===== config.mk =====
export PLATFORM = sky130hd
export DESIGN_NAME = win_scan_sched
export DESIGN_NICKNAME = d
export VERILOG_FILES = /design/src/rtl/win_scan_sched.sv
export SDC_FILE = /design/constraint.sdc
export NUM_CORES = 1
export LEC_CHECK = 0
export CAP_MARGIN = 20
export CELL_PAD_IN_SITES_DETAIL_PLACEMENT = 1
export CELL_PAD_IN_SITES_GLOBAL_PLACEMENT = 1
export CORE_UTILIZATION = 38
export CTS_BUF_LIST = sky130_fd_sc_hd__clkbuf_16
export CTS_CLUSTER_DIAMETER = 150
export DETAILED_ROUTE_END_ITERATION = 10
export GPL_ROUTABILITY_DRIVEN = 1
export PLACE_DENSITY_LB_ADDON = 0.1
export SYNTH_ARGS = -nofsm -noshare
export SYNTH_HDL_FRONTEND = slang
export SYNTH_SLANG_ARGS = --single-unit

===== constraint.sdc =====
create_clock -name clk -period 3.7 [get_ports clk]
set_input_delay 0.925 -clock clk [delete_from_list [all_inputs] [get_ports clk]]
set_output_delay 0.925 -clock clk [all_outputs]
set_load 0.01 [all_outputs]

===== src/rtl/win_scan_sched.sv =====
// Win-check scan scheduler: walks every five-cell-capable board line once per move
// and latches the first colour reported back. Optional early exit: WIN_SCAN_EARLY_EXIT_EN.
module win_scan_sched #(
  parameter int unsigned N     = 16,
  parameter int unsigned LAT   = 2,
  parameter int unsigned IDX_W = 5
) (
  input  logic             clk,
  input  logic             reset,
  input  logic             start,
  output logic             busy,
  output logic             line_valid,
  output logic [1:0]       line_type,
  output logic [IDX_W-1:0] line_idx,
  input  logic [1:0]       line_result,
  output logic             done,
  output logic [1:0]       winner,
  output logic [6:0]       lines_issued
);

`ifdef WIN_SCAN_EARLY_EXIT_EN
  localparam bit EARLY_EXIT = 1'b1;
`else
  localparam bit EARLY_EXIT = 1'b0;
`endif

  localparam logic [1:0] S_IDLE  = 2'd0;
  localparam logic [1:0] S_ISSUE = 2'd1;
  localparam logic [1:0] S_DRAIN = 2'd2;
  localparam logic [1:0] S_DONE  = 2'd3;

  localparam logic [1:0] T_ROW  = 2'b00;
  localparam logic [1:0] T_ANTI = 2'b11;

  localparam logic [IDX_W-1:0] ROW_LAST  = IDX_W'(N - 1);
  localparam logic [IDX_W-1:0] DIAG_LAST = IDX_W'(2 * N - 10);

  logic [1:0]       state_q, state_d;
  logic [LAT-1:0]   trk_q, trk_d, trk_shift;
  logic             busy_d, valid_d, done_d;
  logic [1:0]       type_d, winner_d;
  logic [IDX_W-1:0] idx_d;
  logic [6:0]       lines_d;
  logic             result_mark, hit, type_last, last_line;

  // Tracker bit LAT-1 is set in exactly the cycle the issued line's result arrives.
  assign trk_shift   = (trk_q << 1) | LAT'(line_valid);
  assign result_mark = trk_q[LAT-1];
  assign hit         = result_mark && (line_result != 2'b00) && (winner == 2'b00);
  assign type_last   = line_type[1] ? (line_idx == DIAG_LAST) : (line_idx == ROW_LAST);
  assign last_line   = (line_type == T_ANTI) && (line_idx == DIAG_LAST);

  // Next-state and next-output logic
  always_comb begin
    state_d  = state_q;
    valid_d  = 1'b0;
    done_d   = 1'b0;
    type_d   = line_type;
    idx_d    = line_idx;
    winner_d = hit ? line_result : winner;
    lines_d  = lines_issued + 7'(line_valid);
    trk_d    = trk_shift;

    case (state_q)
      S_IDLE: begin
        if (start) begin
          state_d  = S_ISSUE;
          valid_d  = 1'b1;
          type_d   = T_ROW;
          idx_d    = '0;
          winner_d = 2'b00;
          lines_d  = 7'd0;
        end
      end
      S_ISSUE: begin
        if (last_line || (EARLY_EXIT && hit)) begin
          state_d = S_DRAIN;
        end else begin
          valid_d = 1'b1;
          if (type_last) begin
            type_d = 2'(line_type + 2'd1);
            idx_d  = '0;
          end else begin
            idx_d  = line_idx + IDX_W'(1);
          end
        end
      end
      S_DRAIN: begin
        if (trk_shift == '0) begin
          state_d = S_DONE;
          done_d  = 1'b1;
        end
      end
      default: begin
        state_d = S_IDLE;
      end
    endcase

    busy_d = (state_d == S_ISSUE) || (state_d == S_DRAIN);
  end

  always_ff @(posedge clk) begin
    if (reset) begin
      state_q      <= S_IDLE;
      trk_q        <= '0;
      busy         <= 1'b0;
      line_valid   <= 1'b0;
      line_type    <= 2'b00;
      line_idx     <= '0;
      done         <= 1'b0;
      winner       <= 2'b00;
      lines_issued <= 7'd0;
    end else begin
      state_q      <= state_d;
      trk_q        <= trk_d;
      busy         <= busy_d;
      line_valid   <= valid_d;
      line_type    <= type_d;
      line_idx     <= idx_d;
      done         <= done_d;
      winner       <= winner_d;
      lines_issued <= lines_d;
    end
  end

endmodule


==> flow_metrics.tcl <==
set metrics [dict create \
    final_antenna_net_count 0 \
    holdBufCountCts 0 \
    timing.final.max_slew_violations 0 \
    grt_antenna_before_repair 0 \
    hold_viol 0 \
    grt_pass1_wl_um 3710 \
    fin_crit_ns 2.33 \
    setup-violations-final 0 \
    power.density_nw_per_um2 406 \
    io_pins 24 \
    syn_inst 104 \
    hold_class "flip-flop to flip-flop" \
    slew_headroom_pct 62.4 \
    dpl_cell_area_sq_um 1240 \
    htree_levels 1 \
    drive_gt1_share_pct 5.43 \
    nets 141 \
    clkTransAtPathRegs_ns 0.06 \
    critPathLaunchType "input port" \
    worst-slew-pin-transition_ns 0.562 \
    cts_tree "built" \
    die_y_um 52.7 \
    cts_root_buffer "clkbuf_16" \
    grt_overflow 0 \
    avgSynthCellArea_sq_um 9.40 \
    cts_buffers 3 \
    syn_area_sq_um 977 \
    diodes 0 \
    place.gp.congestion 0.735 \
    routed_wl_um 2290 \
    min_period_over_period_pct 62.9 \
    hpwl_um 1660 \
    num_vias 848 \
    grt_pass1_vias 816 \
    portBuffers 23 \
    critPathMaxFanout 15 \
    clock.fmax_mhz 430 \
    synth_warnings 0 \
    final_cell_mix "23 x dfxtp_1, 23 x clkdlybuf4s50_1, 16 x nor2_1" \
    cts_resized 0 \
    core-area_sq_um 2450 \
    firstDrtPassIters 4 \
    ys_seq_area_share_pct 47.1 \
    syn_nets 115 \
    die-width_um 52.7 \
    cp_data_required_time_ns 3.85 \
    clk_latency_ns 0.25 \
    dieArea_sq_um 2780 \
    postLayoutCoreUtil_pct 53.7 \
    rsz0062_at_grt "no" \
    vdd_drop_max_mv 0.244 \
    synth.distinct_cells 28 \
    crit_arrival_ns 2.47 \
    status "finished, final reports clean" \
    final_area_sq_um 1320 \
    start_util_pct 39.8 \
    tns_ns 0 \
    syn2layout_area_growth_pct 34.8 \
    maxCapViolCount 0 \
    synth-seq-cells 23 \
    cellLeakagePower_nw 0.505 \
    worst_slack_ns 1.37 \
    row_count 18 \
    place_ws_ns 1.13 \
    groute.usage.overall_pct 18.5 \
    grt_max_degree 16 \
    drtIter0Drc 8 \
    drt_drc_violations_left 0 \
    finalPower_w 0.000535 \
    cts_num_sinks 23 \
    post-cts-setup-buffers 0 \
    wl_per_cell_um 14.4 \
    cts_buffer_depth 2 \
    critPathKind "input port to flip-flop" \
    fin_worst_skew_ns 0.00290 \
    end_kind "flip-flop" \
    viasPerCell 5.33 \
]
## final timing paths
check | start | endpoint | slack, ns | depth (start not counted)
setup / recovery | reset | line_idx[1] | 1.37 | 4
hold / removal | winner[1] | winner[1] | 0.48 | 2
setup reg to reg | line_idx[1] | line_type[1] | 1.65 | 7
hold reg to reg | winner[1] | winner[1] | 0.48 | 2
## registers in the layout (all words and copies together), names as in the netlist
register / cells
line_valid: 1
line_idx: 5
line_type: 2
busy: 1
winner: 2
trk_q: 2
lines_issued: 7
done: 1
state_q: 2
## final cells by class
cell class                      instances  area [sq um]
Clock buffer                            3          75.1
Clock inverter                          1          5.00
Fill cell                             292          1140
Inverter                                5          18.8
Multi-Input combinational cell         74           490
Sequential cell                        23           460
Tap cell                               30          37.5
Timing Repair Buffer                   23           230
## synthesized netlist by cell type
| cell | count | area, sq um |
|---|---|---|
| o21ai_0 | 2 | 10.0 |
| nand3b_1 | 1 | 7.51 |
| a22o_1 | 2 | 17.5 |
| nor2b_1 | 3 | 18.8 |
| a21oi_1 | 9 | 45.0 |
| clkbuf_1 | 2 | 7.51 |
| or4_1 | 1 | 7.51 |
| and2_1 | 1 | 6.26 |
| and3_1 | 3 | 18.8 |
| a211oi_2 | 1 | 12.5 |
| nand3_1 | 7 | 35.0 |
| nand2_1 | 2 | 7.51 |
| o21bai_1 | 2 | 15.0 |
| dfxtp_1 | 23 | 460 |
| xor2_1 | 3 | 26.3 |
| nor2_1 | 16 | 60.1 |
| or3_1 | 1 | 6.26 |
| a21o_1 | 1 | 7.51 |
| ha_1 | 6 | 75.1 |
| a31o_4 | 1 | 17.5 |
| a311oi_1 | 1 | 8.76 |
| nand2b_1 | 3 | 18.8 |
| nand4b_1 | 1 | 8.76 |
| xnor2_1 | 2 | 17.5 |
| and4b_4 | 1 | 13.8 |
| a31oi_1 | 3 | 18.8 |
| or4b_1 | 1 | 10.0 |
| inv_1 | 5 | 18.8 |
## where the power goes
group | total [W] | internal (W) | switching, W
combinational | 0.0000430 | 0.0000210 | 0.0000220
clock | 0.000231 | 0.000145 | 0.0000859
sequential | 0.000261 | 0.000254 | 0.00000628
total | 0.000535 | 0.000420 | 0.000114
## worst max-delay path, cell delays in order
cell and delay, ns:
clkdlybuf4s50_1 0.82, a21o_1 0.35, nor2_1 0.12, a22o_1 0.24
## cell families after synthesis
| group | count (synthesis) | share of synthesized area [%] |
|---|---|---|
| AOI/OAI and AO/OA | 22 | 15.6 |
| xor gates and xnor gates | 5 | 4.48 |
| adders and majority gates | 6 | 7.68 |
| buffers and inverters | 7 | 2.69 |
| DFF | 23 | 47.1 |
| and+or+nand+nor | 41 | 22.4 |
## layer usage
metal	GRT usage, %	part of all wire (%)	wire length, um	vias up
li1	-	-	-	415
met1	23.4	47	1090	408
met5	0	0	0	-
met4	7.46	2.2	51	0
met2	29.7	47	1080	18
met3	4.64	3.4	77	7
## through the flow
| step | cells | hold WS [ns] |
|---|---|---|
| after detailed placement | 155 | 0.474 |
| after CTS | 159 | 0.489 |
| final | 159 | 0.482 |
| after floorplan | 104 | 0.453 |
| after global placement | 155 | 0.468 |
| after global routing | 159 | 0.527 |
Power figures use the tool's default switching activity.
